===== src/rtl/ham_pkg.sv =====
// Shared constants and helpers for the Hamming (16,11) SECDED codec family.
// Codeword layout: {P16,D11..D5,P8,D4..D2,P4,D1,P2,P1}, bit0 = P1.
package ham_pkg;

  // Each mask selects the codeword bits covered by one syndrome bit
  localparam logic [15:0] SYN_MASK_S1 = 16'h5555;
  localparam logic [15:0] SYN_MASK_S2 = 16'h6666;
  localparam logic [15:0] SYN_MASK_S4 = 16'h7878;
  localparam logic [15:0] SYN_MASK_S8 = 16'h7F80;

  localparam int DATA_W = 11;
  localparam int CODE_W = 16;

  typedef enum logic [1:0] {
    CLS_CLEAN = 2'd0,
    CLS_SEC   = 2'd1,
    CLS_DED   = 2'd2
  } ham_cls_e;

  function automatic logic [DATA_W-1:0] ham_extract(input logic [CODE_W-1:0] c);
    return {c[14:8], c[6:4], c[2]};
  endfunction

endpackage


===== src/rtl/ham_16_11_syn.sv =====
// Combinational syndrome, overall parity, classification and single-bit correction.
// Kept standalone so the memory scrubber can reuse the same decode function.
module ham_16_11_syn
  import ham_pkg::*;
#(
  parameter bit CORRECT_EN = 1'b1
) (
  input  logic [CODE_W-1:0] i_code,
  output logic [DATA_W-1:0] o_data,
  output ham_cls_e          o_cls
);

  logic [3:0]        w_syn;
  logic              w_par;
  logic [CODE_W-1:0] w_fixed;

  always_comb begin
    w_syn   = {^(i_code & SYN_MASK_S8), ^(i_code & SYN_MASK_S4),
               ^(i_code & SYN_MASK_S2), ^(i_code & SYN_MASK_S1)};
    w_par   = ^i_code;
    w_fixed = i_code;
    o_cls   = CLS_CLEAN;

    // Overall parity odd means a single error; a non-zero syndrome points at the bit
    if (w_par) begin
      o_cls = CLS_SEC;
      if (CORRECT_EN && (w_syn != 4'd0))
        w_fixed = i_code ^ (16'd1 << (w_syn - 4'd1));
    end else if (w_syn != 4'd0) begin
      o_cls = CLS_DED;
    end

    o_data = ham_extract(w_fixed);
  end

endmodule


===== src/rtl/ham_16_11_dec_pipe.sv =====
// Two-stage elastic SECDED decoder for Hamming (16,11) codewords with
// saturating SEC/DED event counters and a sticky DED flag.
module ham_16_11_dec_pipe
  import ham_pkg::*;
#(
  parameter int CNT_W      = 16,
  parameter bit CORRECT_EN = 1'b1
) (
  input  logic              clk_i,
  input  logic              rst_n_i,
  input  logic [CODE_W-1:0] code_i,
  input  logic              valid_i,
  output logic              ready_o,
  output logic [DATA_W-1:0] data_o,
  output logic              sec_o,
  output logic              ded_o,
  output logic              valid_o,
  input  logic              ready_i,
  input  logic              cnt_clr_i,
  output logic [CNT_W-1:0]  sec_cnt_o,
  output logic [CNT_W-1:0]  ded_cnt_o,
  output logic              ded_sticky_o
);

  logic              r_s1_valid;
  logic [CODE_W-1:0] r_s1_code;
  logic              r_s2_valid;
  logic [DATA_W-1:0] r_s2_data;
  logic              r_s2_sec;
  logic              r_s2_ded;
  logic [CNT_W-1:0]  r_sec_cnt;
  logic [CNT_W-1:0]  r_ded_cnt;
  logic              r_ded_sticky;

  logic              w_s1_adv;
  logic              w_s2_adv;
  logic              w_out_hs;
  logic [DATA_W-1:0] w_dec_data;
  ham_cls_e          w_dec_cls;

  assign w_s2_adv = !r_s2_valid || ready_i;
  assign w_s1_adv = !r_s1_valid || w_s2_adv;
  assign w_out_hs = r_s2_valid && ready_i;

  ham_16_11_syn #(
    .CORRECT_EN (CORRECT_EN)
  ) u_syn (
    .i_code (r_s1_code),
    .o_data (w_dec_data),
    .o_cls  (w_dec_cls)
  );

  always_ff @(posedge clk_i or negedge rst_n_i) begin
    if (!rst_n_i) begin
      r_s1_valid <= 1'b0;
      r_s1_code  <= '0;
    end else if (w_s1_adv) begin
      r_s1_valid <= valid_i;
      if (valid_i)
        r_s1_code <= code_i;
    end
  end

  // S2 only captures when S1 holds a word, so outputs stay frozen while stalled
  always_ff @(posedge clk_i or negedge rst_n_i) begin
    if (!rst_n_i) begin
      r_s2_valid <= 1'b0;
      r_s2_data  <= '0;
      r_s2_sec   <= 1'b0;
      r_s2_ded   <= 1'b0;
    end else if (w_s2_adv) begin
      r_s2_valid <= r_s1_valid;
      if (r_s1_valid) begin
        r_s2_data <= w_dec_data;
        r_s2_sec  <= (w_dec_cls == CLS_SEC);
        r_s2_ded  <= (w_dec_cls == CLS_DED);
      end
    end
  end

  // Clear takes priority, so an event coinciding with the clear is dropped
  always_ff @(posedge clk_i or negedge rst_n_i) begin
    if (!rst_n_i) begin
      r_sec_cnt    <= '0;
      r_ded_cnt    <= '0;
      r_ded_sticky <= 1'b0;
    end else if (cnt_clr_i) begin
      r_sec_cnt    <= '0;
      r_ded_cnt    <= '0;
      r_ded_sticky <= 1'b0;
    end else if (w_out_hs) begin
      if (r_s2_sec && (r_sec_cnt != {CNT_W{1'b1}}))
        r_sec_cnt <= r_sec_cnt + 1'b1;
      if (r_s2_ded && (r_ded_cnt != {CNT_W{1'b1}}))
        r_ded_cnt <= r_ded_cnt + 1'b1;
      if (r_s2_ded)
        r_ded_sticky <= 1'b1;
    end
  end

  assign ready_o      = w_s1_adv;
  assign valid_o      = r_s2_valid;
  assign data_o       = r_s2_data;
  assign sec_o        = r_s2_sec;
  assign ded_o        = r_s2_ded;
  assign sec_cnt_o    = r_sec_cnt;
  assign ded_cnt_o    = r_ded_cnt;
  assign ded_sticky_o = r_ded_sticky;

endmodule

===== config.mk =====
export PLATFORM = sky130hd
export DESIGN_NAME = ham_16_11_dec_pipe
export DESIGN_NICKNAME = d
export VERILOG_FILES = /design/src/rtl/ham_pkg.sv /design/src/rtl/ham_16_11_syn.sv /design/src/rtl/ham_16_11_dec_pipe.sv
export SDC_FILE = /design/constraint.sdc
export NUM_CORES = 1
export LEC_CHECK = 0
export ABC_AREA = 1
export ABC_CLOCK_PERIOD_IN_PS = 4140
export BUFFER_PORTS_ARGS = -buffer_cell sky130_fd_sc_hd__buf_4
export CORE_MARGIN = 1
export CORE_UTILIZATION = 62
export CTS_CLUSTER_SIZE = 28
export DETAILED_ROUTE_END_ITERATION = 8
export PLACE_DENSITY = 0.86
export SLEW_MARGIN = 20
export SYNTH_ARGS = -nofsm -noshare
export SYNTH_HDL_FRONTEND = slang
export SYNTH_SLANG_ARGS = --single-unit

===== constraint.sdc =====
create_clock -name clk_i -period 4.14 [get_ports clk_i]
set_input_delay 0.621 -clock clk_i [delete_from_list [all_inputs] [get_ports clk_i]]
set_output_delay 0.621 -clock clk_i [all_outputs]
set_load 0.01 [all_outputs]

==> flow_metrics.tcl, run 1 <==
set metrics [dict create \
    path_class "flip-flop to flip-flop" \
    violations "design-rule violations" \
    ir_drop_mv 0.3808 \
    num_vias 4359 \
    holdWs_ps 349.8 \
    cp_slowest_stage_delay_ps 570 \
    slew_headroom_pct 45.65 \
    synthDistinctLibCells 40 \
    cp_data_arrival_time_ps 2700 \
    place_ws_ps 1734 \
    portBuffers 68 \
    design.core.area_um2 6495 \
    synth_cells 629 \
    post_cts_resized 0 \
    start_kind "flip-flop" \
    worst_path_most_repeated_cell "nand2_1" \
    nNetsFinal 716 \
    synth_nets 653 \
    avgSynthCellArea_um2 6.783 \
    setup_viol 0 \
    worst_slack_ps 1679 \
    final_max_slew_viol_count 0 \
    powerDensity_nw_per_um2 457.2 \
    cts_setup_buffers 0 \
    multiInputGateArea_um2 2301 \
    post-route-period-util_pct 59.45 \
    num_antenna_cells 0 \
    synth_top_area_cell "dfrtp_1" \
    cts_buffers 9 \
    end_kind "flip-flop" \
    die_h_um 84.96 \
    grt_pass1_wl_um 17240 \
    cts_tree "yes" \
    seqCellArea_um2 1602 \
    final_cells 772 \
    routed_wirelength_um 10610 \
    yosysTopAreaCellShare_pct 37.54 \
    dieArea_um2 7217 \
    root_buffer "clkbuf_8" \
    clock_path_buffers 2 \
    period_minus_slack_ps 2461 \
    drtAntennaViolNets 0 \
    htreeDepth 3 \
    cts.sinks 64 \
    setup_tns_ps 0 \
    io_pins 69 \
    final_hold_viol_count 0 \
    clkLatencyLatePin_ps 340 \
    first_global_vias 3806 \
    vias_per_cell 5.646 \
    ys_seq_elements 64 \
    drive_gt1_share_pct 19.28 \
    routabilityCongestion 0.9104 \
    std_cell_rows 29 \
    drc_errors 6 \
    grt_max_degree 65 \
    overflow 0 \
    hold_path_class "input port to asynchronous set/reset pin" \
    wire_per_inst_um 13.74 \
    fin_area_um2 4960 \
    power_leakage_nw 2.639 \
    die_x_um 84.96 \
    yosys_warnings 0 \
    cp_cell_sequence "clkinv_4, nand2_1, nand2_1, inv_1, nand2_1, nand2_1, nand2_2, nand2_2, nor2_2, ha_1, inv_1, nand2_1, nor2_2, nand3_1, nand3_1, nand2_1" \
    ys_seq_area_share_pct 37.54 \
    holdBufCountCts 0 \
    status "complete, but fails checks" \
    detailed_place_hpwl_um 7625 \
    placed_area_um2 4763 \
    antenna_found_initial 0 \
    drt-initial-drc-count 365 \
    crit_required_ps 4380 \
    finClkSkew_ps 9.670 \
    synthesis.area_um2 4267 \
    cpMaxStageDelayCell "dfrtp_1" \
    rsz0062_at_grt "false" \
    fmax_mhz 406.3 \
    grt.total_usage_pct 30.00 \
    nFillCells 509 \
    dp.cells 758 \
    syn_to_final_growth_pct 16.25 \
    start_util_pct 65.69 \
    worst_pin_slew_ps 815.2 \
    dr.pass1.iters 9 \
    max_cap_violations 0 \
    critPathMaxFanout 10 \
    clk_pin_slew_worst_paths_ps 70 \
    synth.area.top_cells "dfrtp_1 (38%), nand2_1 (21%), nand3_1 (7.3%)" \
]
[placed cells by master, fill, tap and decap left out, types with 5 or more instances in the layout]
master / n
nand2_1: 234
buf_4: 69
dfrtp_1: 64
nand3_1: 62
nor2_1: 56
inv_1: 44
a21oi_1: 25
nand2_2: 16
inv_2: 13
xor2_1: 13
nor3_1: 12
o21ai_0: 11
clkbuf_8: 11
o31ai_1: 10
nand4_1: 7
nor2_2: 5
[logic make-up after synthesis]
kind of cell,share of synthesized area (%)
AOI/OAI and AO/OA,7.918
muxes,0.2639
xor gates and xnor gates,3.285
and+or+nand+nor,41.53
DFF,37.54
adders and majority gates,0.8799
buffers and inverters,8.592
[flip-flops by register name (all words and copies together) (netlist names)]
register,count
valid_o,1
sec_cnt_o,16
r_s1_valid,1
ded_o,1
ded_cnt_o,16
ded_sticky_o,1
r_s1_code,16
data_o,11
sec_o,1
[critical path: cells and delay by family, from the launching register on]
kind                     cells  cell delay (ps)
flip-flops                   1              570
adder cells (fa/ha/maj)      1              350
buffers and inverters        3              340
AND/OR/NAND/NOR             12             1090
[report_power, final]
part,leakage (nW),switching [mW],internal [mW],total (mW)
registers,0.815,0.102,0.712,0.814
logic,1.73,0.587,0.320,0.907
clock network,0.0973,0.243,0.303,0.546
[worst paths after layout]
| path | startpoint | end | slack (ps) | cells past startpoint |
|---|---|---|---|---|
| worst max-delay path | r_s1_code[2] | data_o[6] | 1680 | 16 |
| worst min-delay path | rst_n_i | data_o[5] | 350 | 1 |
| worst max register to register | r_s1_code[2] | data_o[6] | 1680 | 16 |
| worst min register to register | data_o[8] | data_o[8] | 480 | 2 |
| max in group asynchronous | rst_n_i | ded_cnt_o[12] | 3230 | 1 |
| min in group clk_i | data_o[8] | data_o[8] | 480 | 2 |
[metal layers]
layer | up-vias | wire length [um] | global-route usage, %
met2 | 194 | 4948 | 47.95
met1 | 2011 | 4656 | 41.25
met3 | 16 | 884 | 5.934
li1 | 2138 | - | -
met5 | - | 0 | 0
met4 | 0 | 121 | 9.553
[through the flow]
stage / utilization [%] / power, mW
finish: 76.36 / 2.268
global route: 76.36 / 2.410
CTS: 76.32 / 2.263
detailed placement: 73.34 / 1.709
global placement: 73.34 / 1.675
floorplan: - / 1.450
[Yosys cell counts]
cell      number
buf_2          1
nor2_2         5
buf_4          2
or2_2          1
nand2_2       15
and3_1         1
inv_1         44
clkbuf_1       5
nor4_1         3
ha_1           3
clkinv_4       1
a31oi_1        2
nand4_1        7
mux2_2         1
inv_4          3
nor2_1        56
nand3_2        3
xor2_1        13
o21ai_2        2
nor3_2         1
a41oi_1        1
nor3_4         1
clkinv_1       2
dfrtp_1       64
o22ai_1        1
nand2_1      235
buf_6          6
nor2_4         2
xnor2_1        3
nand2_4        2
o31ai_1       10
o21ai_0       11
buf_1          3
nand3_1       62
a21oi_1       25
o21ai_1        3
nor3b_1        1
o21a_1         3
inv_2         13
nor3_1        12
[area by class of cell]
cell class,instances,area share [%]
multi-input cells,485,46.39
flip-flops and latches,64,32.29
repair buffers,69,10.44
inverters,63,5.020
clock buffers,11,3.052
well taps,77,1.942
clock inverters,3,0.8577
No activity file was read; power rests on OpenSTA's default activity.
==> run 2: changes to the inputs <==
- ABC_CLOCK_PERIOD_IN_PS: 4140 -> 2000
- CORE_UTILIZATION: 62 -> 52
- PLACE_DENSITY: 0.86 -> 0.77
- clock period: 4.14 -> 2 ns (I/O delays scaled with it)
==> flow_metrics.tcl, run 2 (synthesis results as in run 1) <==
set metrics [dict create \
    status "complete, but fails checks" \
    violations "negative setup slack" \
    max_cap_violations 0 \
    cp_data_arrival_time_ps 2370 \
    drt-initial-drc-count 286 \
    drc_errors 0 \
    met2_length_um 6172 \
    vias_per_cell 5.502 \
    worst_path_most_repeated_cell "nand2_1" \
    cp.buffers_inverters 2 \
    detailed_place_hpwl_um 8652 \
    crit_cells 16 \
    slew_headroom_pct 67.40 \
    die_h_um 92.58 \
    clock_path_buffers 2 \
    grt.total_usage_pct 29.20 \
    end_kind "flip-flop" \
    placed_area_um2 5243 \
    hold_path_class "input port to flip-flop" \
    period_minus_slack_ps 2090 \
    crit_family "simple AND/OR/NAND/NOR gates" \
    design.core.area_um2 7848 \
    wire_per_inst_um 14.73 \
    reg2reg_depth 16 \
    crit_required_ps 2280 \
    fmax_mhz 478.5 \
    drtAntennaViolNets 0 \
    r2r_end "data_o[0]" \
    grt_max_degree 41 \
    grt_pass1_wl_um 19870 \
    clkLatencyLatePin_ps 350 \
    wl_met3_um 828 \
    rr_startpoint "r_s1_code[6]" \
    start_util_pct 54.37 \
    worst_pin_slew_ps 484.5 \
    std_cell_rows 32 \
    num_antenna_cells 0 \
    die_x_um 92.58 \
    post-route-period-util_pct 104.5 \
    setup_tns_ps -508.7 \
    cpMaxStageDelayCell "dfrtp_2" \
    nNetsFinal 792 \
    powerDensity_nw_per_um2 984.6 \
    dr.pass1.iters 6 \
    setup_viol 10 \
    cp_slowest_stage_delay_ps 520 \
    drive_gt1_share_pct 38.68 \
    io_pins 69 \
    routabilityCongestion 0.9630 \
    final_cells 875 \
    min_from "code_i[15]" \
    ir_drop_mv 0.5765 \
    final_max_slew_viol_count 0 \
    layout_common_cells "nand2_1 (186), buf_4 (131), dfrtp_1 (56), nor2_1 (48), nand3_1 (46)" \
    num_vias 4814 \
    htreeDepth 3 \
    root_buffer "clkbuf_8" \
    rsz0062_at_grt "true" \
    final_common_cell "nand2_1" \
    finClkSkew_ps 15.20 \
    path_class "flip-flop to flip-flop" \
    dp.cells 841 \
    cp_cell_sequence "nand2_2, inv_2, nor2_2, nand2_1, nand2_2, nand2_4, nand2_4, nor2_4, ha_4, inv_4, nand2_4, nor2_4, nand2_1, nand2_1, nand3_1, nand2_1" \
    cts_tree "yes" \
    first_global_vias 4323 \
    power_mw 5.963 \
    wl_met1_um 5585 \
    start_kind "flip-flop" \
    routed_wirelength_um 12890 \
    cts_buffers 9 \
    critPathMaxFanout 8 \
    overflow 0 \
    cts.sinks 64 \
    clk_pin_slew_worst_paths_ps 70 \
    worst_slack_ps -90.04 \
    hold_end "r_s1_code[15]" \
    syn_to_final_growth_pct 41.94 \
    fin_area_um2 6056 \
    worstHoldPathCells 2 \
    portBuffers 68 \
    antenna_found_initial 0 \
    top_layer_used "met4" \
    final_hold_viol_count 0 \
    power_leakage_nw 3.122 \
    r2r_slack_ps -90 \
    dieArea_um2 8571 \
]
-- run 2: worst max path at each step --
stage	startpoint	end
finish	r_s1_code[6]	data_o[0]
global route	r_s1_code[6]	data_o[0]
CTS	r_s1_code[12]	data_o[10]
detailed placement	r_s1_code[2]	data_o[0]
global placement	r_s1_code[2]	data_o[0]
floorplan	r_s1_code[13]	data_o[0]
-- run 2: through the flow --
stage | util [%] | hold slack [ps] | setup slack (ps)
floorplan | - | 4.409 | 14.39
global route | 77.17 | 179.2 | -208.2
CTS | 71.35 | 178.1 | -13.10
finish | 77.17 | 187.5 | -90.04
detailed placement | 66.80 | 232.1 | -261.1
global placement | 66.80 | 230.6 | -209.7
-- run 2: cell type report --
cell class / count / area (um2)
well taps: 102 / 127.6
multi-input cells: 486 / 2714
fillers: 573 / 1792
clock buffers: 11 / 151.4
clock inverters: 5 / 55.05
flip-flops and latches: 64 / 1612
repair buffers: 144 / 1137
inverters: 63 / 259.0
-- run 2: power breakdown --
part | total (mW) | switching, mW | internal [mW]
Sequential | 1.69 | 0.207 | 1.48
Combinational | 3.09 | 1.80 | 1.29
Clock | 1.18 | 0.543 | 0.639
Total | 5.96 | 2.55 | 3.41
-- run 2: what timing repair did --
action,in CTS,in global routing
hold buffers,1,0
setup buffers,7,9
hold endpoints to repair,24,0
setup endpoints to repair,10,20
pin swaps,8,47
resized for setup,23,115
cloned,1,0
-- run 2: per-layer routing --
layer / vias to the layer above / track usage [%]
li1: 2301 / -
met1: 2264 / 39.14
met2: 212 / 48.46
met3: 37 / 5.172
met4: 0 / 8.073
met5: - / 0
==> run 3: changes to the inputs <==
- BUFFER_PORTS_ARGS: -buffer_cell sky130_fd_sc_hd__buf_4 -> unset
- CORE_UTILIZATION: 52 -> 58
- DONT_BUFFER_PORTS: unset -> 1
- PLACE_DENSITY: 0.77 -> 0.76
==> flow_metrics.tcl, run 3 (synthesis results as in run 1) <==
set metrics [dict create \
    status "complete, but fails checks" \
    violations "negative setup slack" \
    post-route-period-util_pct 103.4 \
    syn_to_final_growth_pct 22.93 \
    r2r_end "data_o[0]" \
    r2r_slack_ps -70 \
    rsz0062_at_grt "true" \
    routed_wirelength_um 11780 \
    reg2reg_depth 16 \
    setup_viol 10 \
    clk_pin_slew_worst_paths_ps 80 \
    crit_required_ps 2290 \
    final_common_cell "nand2_1" \
    drc_errors 0 \
    layout_common_cells "nand2_1 (211), buf_4 (57), dfrtp_1 (56), nand3_1 (52), nor2_1 (49)" \
    critPathMaxFanout 8 \
    num_antenna_cells 0 \
    start_kind "flip-flop" \
    grt.total_usage_pct 29.87 \
    std_cell_rows 30 \
    drtAntennaViolNets 0 \
    final_max_slew_viol_count 0 \
    worst_slack_ps -68.73 \
    drive_gt1_share_pct 26.73 \
    path_class "flip-flop to flip-flop" \
    dieArea_um2 7704 \
    routabilityCongestion 0.9146 \
    start_util_pct 61.44 \
    power_mw 5.477 \
    antenna_found_initial 0 \
    hold_end "sec_cnt_o[3]" \
    clock_path_buffers 2 \
    detailed_place_hpwl_um 8131 \
    worst_pin_slew_ps 486.9 \
    rr_startpoint "r_s1_code[6]" \
    grt_pass1_wl_um 17910 \
    cts.sinks 64 \
    wire_per_inst_um 14.95 \
    final_hold_viol_count 0 \
    slew_headroom_pct 67.51 \
    end_kind "flip-flop" \
    dr.pass1.iters 6 \
    max_cap_violations 0 \
    cts_buffers 9 \
    cts_tree "yes" \
    holdWs_ps 8.382 \
    cp_data_arrival_time_ps 2350 \
    fin_area_um2 5245 \
    placed_area_um2 4652 \
    root_buffer "clkbuf_8" \
    min_from "cnt_clr_i" \
    nFillCells 522 \
    die_x_um 87.77 \
    htreeDepth 3 \
    fmax_mhz 483.4 \
    power_leakage_nw 2.668 \
    first_global_vias 3984 \
    num_vias 4371 \
    design.core.area_um2 6944 \
    overflow 0 \
    grt_max_degree 65 \
    clkLatencyLatePin_ps 350 \
    period_minus_slack_ps 2069 \
    hold_path_class "input port to flip-flop" \
    worstHoldPathCells 1 \
    seqCellArea_um2 1612 \
    finClkSkew_ps 13.52 \
    portBuffers 0 \
    die_h_um 87.77 \
    multiInputGateArea_um2 2525 \
    ir_drop_mv 0.6369 \
    powerDensity_nw_per_um2 1044 \
    nNetsFinal 711 \
    drt-initial-drc-count 310 \
    io_pins 69 \
    vias_per_cell 5.547 \
]
[run 3: cell count changes in the layout (fill, tap and decap cells not counted), sizes merged]
cell / change
bufinv: +1
buf: -81
clkinv: -1
[run 3: metal layers]
| metal | GRT usage (%) | part of all wire, % | vias up |
|---|---|---|---|
| li1 | - | - | 2123 |
| met1 | 40.80 | 43 | 2048 |
| met2 | 44.89 | 46 | 173 |
| met3 | 7.917 | 8.2 | 27 |
| met4 | 12.37 | 2.6 | 0 |
| met5 | 0 | 0 | - |
[run 3: area by class of cell]
cell class | instances | area share [%]
clock buffer | 11 | 2.696
clock inverter | 5 | 1.527
inverter | 63 | 4.890
multi-input combinational | 486 | 48.14
sequential | 64 | 30.73
tap | 96 | 2.290
timing repair buffer | 63 | 9.733
[run 3: timing repair]
| action | 4_1_cts | 5_1_grt |
|---|---|---|
| gates resized for setup | 13 | 65 |
| setup endpoints to repair | 10 | 20 |
| endpoints found under the hold margin | 64 | 0 |
| hold buffers | 2 | 0 |
| pin swaps | 4 | 30 |
| buffers inserted | 3 | 7 |
| gates cloned | 0 | 1 |
[run 3: worst max path at each step]
stage                           end  slack (ps)  cells after the start     startpoint
final                     data_o[0]         -70                     16   r_s1_code[6]
after global routing      data_o[0]        -200                     16   r_s1_code[5]
after CTS                 data_o[6]          -6                     16   r_s1_code[2]
after detailed placement  data_o[0]        -200                     16   r_s1_code[2]
after global placement    data_o[0]        -170                     16   r_s1_code[2]
after floorplan           data_o[0]          10                     17  r_s1_code[13]
[run 3: through the flow]
| stage | setup slack [ps] | utilization (%) | TNS [ps] | instances |
|---|---|---|---|---|
| finish | -68.73 | 75.53 | -522.3 | 788 |
| detailed placement | -204.8 | 66.99 | -1577 | 759 |
| CTS | -6.420 | 71.66 | -6.420 | 780 |
| global route | -198.8 | 75.53 | -1803 | 788 |
| floorplan | 14.39 | - | 0 | 629 |
| global placement | -167.8 | 66.99 | -1453 | 759 |
[run 3: where the power goes]
part / internal (mW) / switching [mW] / total (mW)
Sequential: 1.48 / 0.275 / 1.75
Clock: 0.734 / 0.536 / 1.27
Combinational: 0.943 / 1.51 / 2.45
[run 3: worst max-delay path: stages, from the launching register on]
cell and delay [ps]:
dfrtp_2 520, buf_6 170, nand2_4 50, nand2_2 50, nand3_2 60, nand2_2 60
nand2_2 80, nand2_2 80, nor2_4 140, ha_4 240, inv_6 80, nand2_4 50
nor2_4 130, nand2_1 70, nand2_1 60, nand3_1 70, nand2_1 80
